`config.mk`:
```
export PLATFORM = sky130hd
export DESIGN_NAME = ssd_display_sched
export DESIGN_NICKNAME = d
export VERILOG_FILES = /design/src/rtl/ssd_display_sched.sv
export SDC_FILE = /design/constraint.sdc
export NUM_CORES = 1
export LEC_CHECK = 0
export CAP_MARGIN = 0
export CORE_ASPECT_RATIO = 2
export CORE_MARGIN = 3
export CORE_UTILIZATION = 57
export CTS_CLUSTER_SIZE = 40
export DETAILED_ROUTE_END_ITERATION = 16
export HOLD_SLACK_MARGIN = 0.12
export PLACE_DENSITY = 0.84
export SYNTH_ARGS = -nofsm -noshare
export SYNTH_HDL_FRONTEND = slang
export SYNTH_SLANG_ARGS = --single-unit
export TNS_END_PERCENT = 5
```
`constraint.sdc`:
```
create_clock -name clk -period 3.12 [get_ports clk]
set_input_delay 0.312 -clock clk [delete_from_list [all_inputs] [get_ports clk]]
set_output_delay 0.312 -clock clk [all_outputs]
set_load 0.05 [all_outputs]
```
`src/rtl/ssd_display_sched.sv`:
```
// ssd_display_sched: 4-digit SSD scan sequencer and source arbiter (SCORE/HIGH/STOP); define LEADING_ZERO_BLANK_EN to blank leading zeros of the live score
`ifndef STOP
`define STOP 2'd3
`endif
module ssd_display_sched #(
  parameter logic [15:0] SCAN_DIV     = 16'd50000,
  parameter logic [3:0]  BLANK_CYC    = 4'd8,
  parameter logic [7:0]  HOLD_FRAMES  = 8'd200,
  parameter logic [7:0]  FLASH_FRAMES = 8'd50
) (
  input  logic       clk,
  input  logic       rst,
  input  logic       pb_highscore,
  input  logic [1:0] state,
  input  logic [3:0] in0,
  input  logic [3:0] in1,
  input  logic [3:0] in2,
  input  logic [3:0] in3,
  input  logic [3:0] p1,
  input  logic [3:0] p0,
  output logic [3:0] ssd_ctl,
  output logic [3:0] ssd_in,
  output logic [1:0] src,
  output logic       frame_tick
);
  typedef enum logic [1:0] {SRC_SCORE = 2'd0, SRC_HIGH = 2'd1, SRC_STOP = 2'd2} src_t;
  src_t        r_src, w_src_n;
  logic [15:0] r_presc;
  logic [1:0]  r_idx;
  logic [7:0]  r_hold, w_hold_n, r_fcnt, w_fcnt_n;
  logic        r_fon, w_fon_n, r_pb, r_tick;
  logic [3:0]  r_ctl, r_in, w_val, w_sel;
  logic        w_term, w_rise, w_stop, w_lz, w_blank;
  assign w_term     = r_presc == SCAN_DIV - 16'd1;
  assign w_rise     = pb_highscore & ~r_pb;
  assign w_stop     = state == `STOP;
  assign w_sel      = ~(4'b1000 >> r_idx);
  assign ssd_ctl    = r_ctl;
  assign ssd_in     = r_in;
  assign src        = r_src;
  assign frame_tick = r_tick;
  // slot prescaler, digit index, end-of-frame pulse and button edge register
  always_ff @(posedge clk or posedge rst) begin
    if (rst) begin
      r_presc <= '0;
      r_idx   <= '0;
      r_tick  <= 1'b0;
      r_pb    <= 1'b0;
    end else begin
      r_presc <= w_term ? '0 : r_presc + 16'd1;
      r_idx   <= w_term ? r_idx + 2'd1 : r_idx;
      r_tick  <= w_term && r_idx == 2'd3;
      r_pb    <= pb_highscore;
    end
  end
  // digit value and blanking for the current slot under the current source
  always_comb begin
    w_val = r_idx == 2'd0 ? in0 :
            r_idx == 2'd1 ? in1 :
            r_idx == 2'd2 ? (r_src == SRC_HIGH ? p1 : in2) :
                            (r_src == SRC_HIGH ? p0 : in3);
`ifdef LEADING_ZERO_BLANK_EN
    w_lz = r_src == SRC_SCORE &&
           ((r_idx == 2'd0 && in0 == 4'd0) ||
            (r_idx == 2'd1 && in0 == 4'd0 && in1 == 4'd0) ||
            (r_idx == 2'd2 && in0 == 4'd0 && in1 == 4'd0 && in2 == 4'd0));
`else
    w_lz = 1'b0;
`endif
    w_blank = r_presc < {12'd0, BLANK_CYC} || w_lz || (r_src == SRC_STOP && (r_idx[1] || !r_fon));
  end
  // registered drive into the segment decoder, one cycle behind the scan index
  always_ff @(posedge clk or posedge rst) begin
    if (rst) begin
      r_ctl <= 4'b1111;
      r_in  <= 4'd0;
    end else begin
      r_ctl <= w_blank ? 4'b1111 : w_sel;
      r_in  <= w_blank ? 4'd0 : w_val;
    end
  end
  // source state, high-score hold counter and flash phase registers
  always_ff @(posedge clk or posedge rst) begin
    if (rst) begin
      r_src  <= SRC_SCORE;
      r_hold <= '0;
      r_fcnt <= '0;
      r_fon  <= 1'b1;
    end else begin
      r_src  <= w_src_n;
      r_hold <= w_hold_n;
      r_fcnt <= w_fcnt_n;
      r_fon  <= w_fon_n;
    end
  end
  // source arbitration: button press beats hold expiry beats STOP entry/exit; flash runs only while in STOP
  always_comb begin
    w_src_n  = r_src;
    w_hold_n = r_hold;
    w_fcnt_n = r_fcnt;
    w_fon_n  = r_fon;
    if (w_rise) begin
      w_src_n  = SRC_HIGH;
      w_hold_n = HOLD_FRAMES;
    end else if (r_src == SRC_HIGH && r_tick) begin
      if (r_hold == 8'd1) w_src_n = w_stop ? SRC_STOP : SRC_SCORE;
      else w_hold_n = r_hold - 8'd1;
    end else if (r_src == SRC_SCORE && w_stop) begin
      w_src_n  = SRC_STOP;
      w_fcnt_n = '0;
      w_fon_n  = 1'b1;
    end else if (r_src == SRC_STOP && !w_stop) begin
      w_src_n = SRC_SCORE;
    end
    if (w_src_n != SRC_STOP) begin
      w_fcnt_n = '0;
      w_fon_n  = 1'b1;
    end else if (r_src == SRC_STOP && r_tick) begin
      w_fcnt_n = r_fcnt == FLASH_FRAMES - 8'd1 ? 8'd0 : r_fcnt + 8'd1;
      w_fon_n  = r_fcnt == FLASH_FRAMES - 8'd1 ? !r_fon : r_fon;
    end
  end
endmodule

```
==> impl_metrics.env <==
export IMPL_avgSynthCellArea_um2=10.4
export IMPL_cts_setup_buffers=0
export IMPL_reg2reg_from="r_hold[0]"
export IMPL_power_density_nw_per_um2=345
export IMPL_synth_compound_area_share_pct=10.3
export IMPL_cts_tree="built"
export IMPL_start_kind="register"
export IMPL_required_ns=3.34
export IMPL_hold_buffers=0
export IMPL_synth_area_um2=2480
export IMPL_place_congestion=0.861
export IMPL_die_area_um2=5230
export IMPL_cts_root_buffer="clkbuf_8"
export IMPL_hold_ws_ns=0.280
export IMPL_fin_crit_ns=2.10
export IMPL_tightestPinTransition_ns=0.539
export IMPL_slew_viol_final=0
export IMPL_rsz0062_at_grt="false"
export IMPL_synthCells=238
export IMPL_synth_seq_area_share_pct=47.7
export IMPL_cp_max_fo=6
export IMPL_hold_viol=0
export IMPL_final_common_cell="dfrtp_1"
export IMPL_fin_util_pct=72.9
export IMPL_numCtsBuffers=5
export IMPL_crit_type="reg2reg"
export IMPL_relSlewSlack_pct=64.0
export IMPL_synth_mux_area_fraction_pct=5.65
export IMPL_dpl_instance_area_um2=2930
export IMPL_min_period_over_period_pct=67.2
export IMPL_final_area_um2=3010
export IMPL_clk_path_buf_depth=2
export IMPL_ios=40
export IMPL_die_w_um=52.7
export IMPL_grt_start_max_net_pins=36
export IMPL_maxCapViolations=0
export IMPL_grt_pass1_vias=2055
export IMPL_route_detailed_drc=0
export IMPL_via_per_inst=5.75
export IMPL_synth_warnings=0
export IMPL_grt_first_pass_wirelength_mm=9.04
export IMPL_hold_class="in2async"
export IMPL_synth_adder_area_share_pct=4.54
export IMPL_vias=1922
export IMPL_overflow=0
export IMPL_wl_per_cell_um=16.4
export IMPL_worst_endpoint_arrival_ns=2.32
export IMPL_synth_xor_area_share_pct=7.41
export IMPL_cp_end_kind="register"
export IMPL_wl_mm=5.47
export IMPL_coreArea_um2=4130
export IMPL_setup_tns_ns=0
export IMPL_clock_skew_ns=0.00374
export IMPL_ir_drop_v=0.000359
export IMPL_synth_nets=276
export IMPL_setup_viol=0
export IMPL_ys_types=46
export IMPL_yosys_area_share_simple_pct=21.7
export IMPL_rrSetupSlack_ns=1.02
export IMPL_portBuffers=39
export IMPL_dr_first_iter_drc_count=46
export IMPL_clk_latency_ns=0.30
export IMPL_synth_top_family_by_area="simple AND/OR/NAND/NOR gates"
export IMPL_leakage_nw=1.22
export IMPL_ant_nets=0
export IMPL_antenna_found_initial=0
export IMPL_row_count=33
export IMPL_worstReg2RegEnd="r_fcnt[5]"
export IMPL_die_y_um=99.3
export IMPL_antenna_cells=0
export IMPL_dr_pass1_iters=4
export IMPL_mostFrequentLayoutCells="dfrtp_1, clkdlybuf4s50_1, nand2_1"
export IMPL_area_growth_pct=21.3
export IMPL_drive_gt1_share_pct=9.93
export IMPL_rr_worst_depth=6
export IMPL_ys_ff_latch=47
export IMPL_clock_sinks=47
export IMPL_cts_resized_gates=0
export IMPL_grtUsageTotal_pct=23.1
export IMPL_max_freq_mhz=477
export IMPL_outcome="finished clean"
export IMPL_cts_clk_slew_worst_paths_ns=0.08
export IMPL_floorplan_initialDensity_pct=60.1
export IMPL_dp_hpwl_mm=4.23
export IMPL_nNetsFinal=319
export IMPL_cts_htree_levels=2
-- area by class of cell --
cell class / instances / area [um^2]
Clock buffer: 8 / 80.1
Fill cell: 310 / 1120
Inverter: 10 / 37.5
Multi-Input combinational cell: 175 / 1230
Sequential cell: 47 / 1180
Tap cell: 52 / 65.1
Timing Repair Buffer: 42 / 413
-- worst max-delay path by stage --
| stage | start | to | depth (start not counted) | slack, ns |
|---|---|---|---|---|
| floorplan | src[0] | r_fcnt[5] | 6 | 1.04 |
| global placement | pb_highscore | r_fcnt[7] | 6 | 1.14 |
| detailed placement | pb_highscore | r_fcnt[5] | 6 | 1.05 |
| CTS | r_hold[0] | r_fcnt[5] | 6 | 1.04 |
| global route | r_hold[0] | r_fcnt[5] | 6 | 0.93 |
| finish | r_hold[0] | r_fcnt[5] | 6 | 1.02 |
-- power by group --
group	switching (W)	internal (W)	leakage, nW
Clock	0.000188	0.000159	0.0395
Combinational	0.0000348	0.0000430	0.588
Sequential	0.000000899	0.000612	0.592
-- critical path: stages, from the launching register on --
cell	delay, ns
dfrtp_1	0.43
ha_1	0.22
and4bb_2	0.24
a32oi_2	0.30
nor2_2	0.12
or4_1	0.53
a21oi_1	0.18
-- logic make-up (layout without fill, tap and decap cells) --
| logic type | after synthesis | count (layout) |
|---|---|---|
| AOI/OAI and AO/OA | 37 | 37 |
| and+or+nand+nor | 99 | 99 |
| xor gates and xnor gates | 21 | 21 |
| muxes | 9 | 9 |
| adders and majority gates | 9 | 9 |
| DFF | 47 | 47 |
| buffers and inverters | 16 | 60 |
-- stage by stage --
step | setup slack [ns] | instances | power (W)
floorplan | 1.04 | 238 | 0.000655
global placement | 1.14 | 326 | 0.000702
detailed placement | 1.05 | 326 | 0.000704
CTS | 1.04 | 334 | 0.00105
global route | 0.930 | 334 | 0.00108
finish | 1.02 | 334 | 0.00104
-- metal layers --
layer  routed length (um)  share of wire [%]  vias up  track usage [%]
met2                 3250                 59       40             42.8
met3                  129                2.4       14             4.05
met5                    0                  0        -                0
li1                     -                  -      933                -
met4                  163                3.0        0             11.8
met1                 1930                 35      935             23.1
-- registers in the layout, summed over array words and instances (netlist names) --
signal      count
r_presc        16
ssd_ctl         4
ssd_in          4
r_fcnt          8
frame_tick      1
r_fon           1
r_pb            1
r_idx           2
r_hold          8
src             2
-- cells in the mapped netlist, drive strengths merged --
cell	count	area share, %
a211oi	2	0.81
a21oi	10	2.0
a22o	1	0.35
a31o	1	0.35
a32oi	2	1.0
and2	2	0.50
and2b	3	0.91
and3	3	0.76
and4	2	0.71
and4bb	1	0.50
buf	4	0.91
clkbuf	2	0.30
dfrtp	42	42
dfstp	5	5.3
ha	9	4.5
inv	10	1.5
mux2i	5	2.0
mux4	4	3.6
nand2	23	3.6
nand2b	3	0.76
nand3	13	2.6
nand3b	2	0.60
nand4	2	0.76
nand4b	1	0.35
nor2	21	3.3
nor2b	4	1.0
nor3	5	1.0
nor4	5	1.5
o2111ai	2	0.71
o21ai	13	2.6
o311a	1	0.40
o31ai	3	0.91
o41a	1	0.45
o41ai	1	0.66
or3	3	0.76
or4	6	2.1
xnor2	6	2.1
xor2	15	5.3
(Power assumes the default switching activity.)
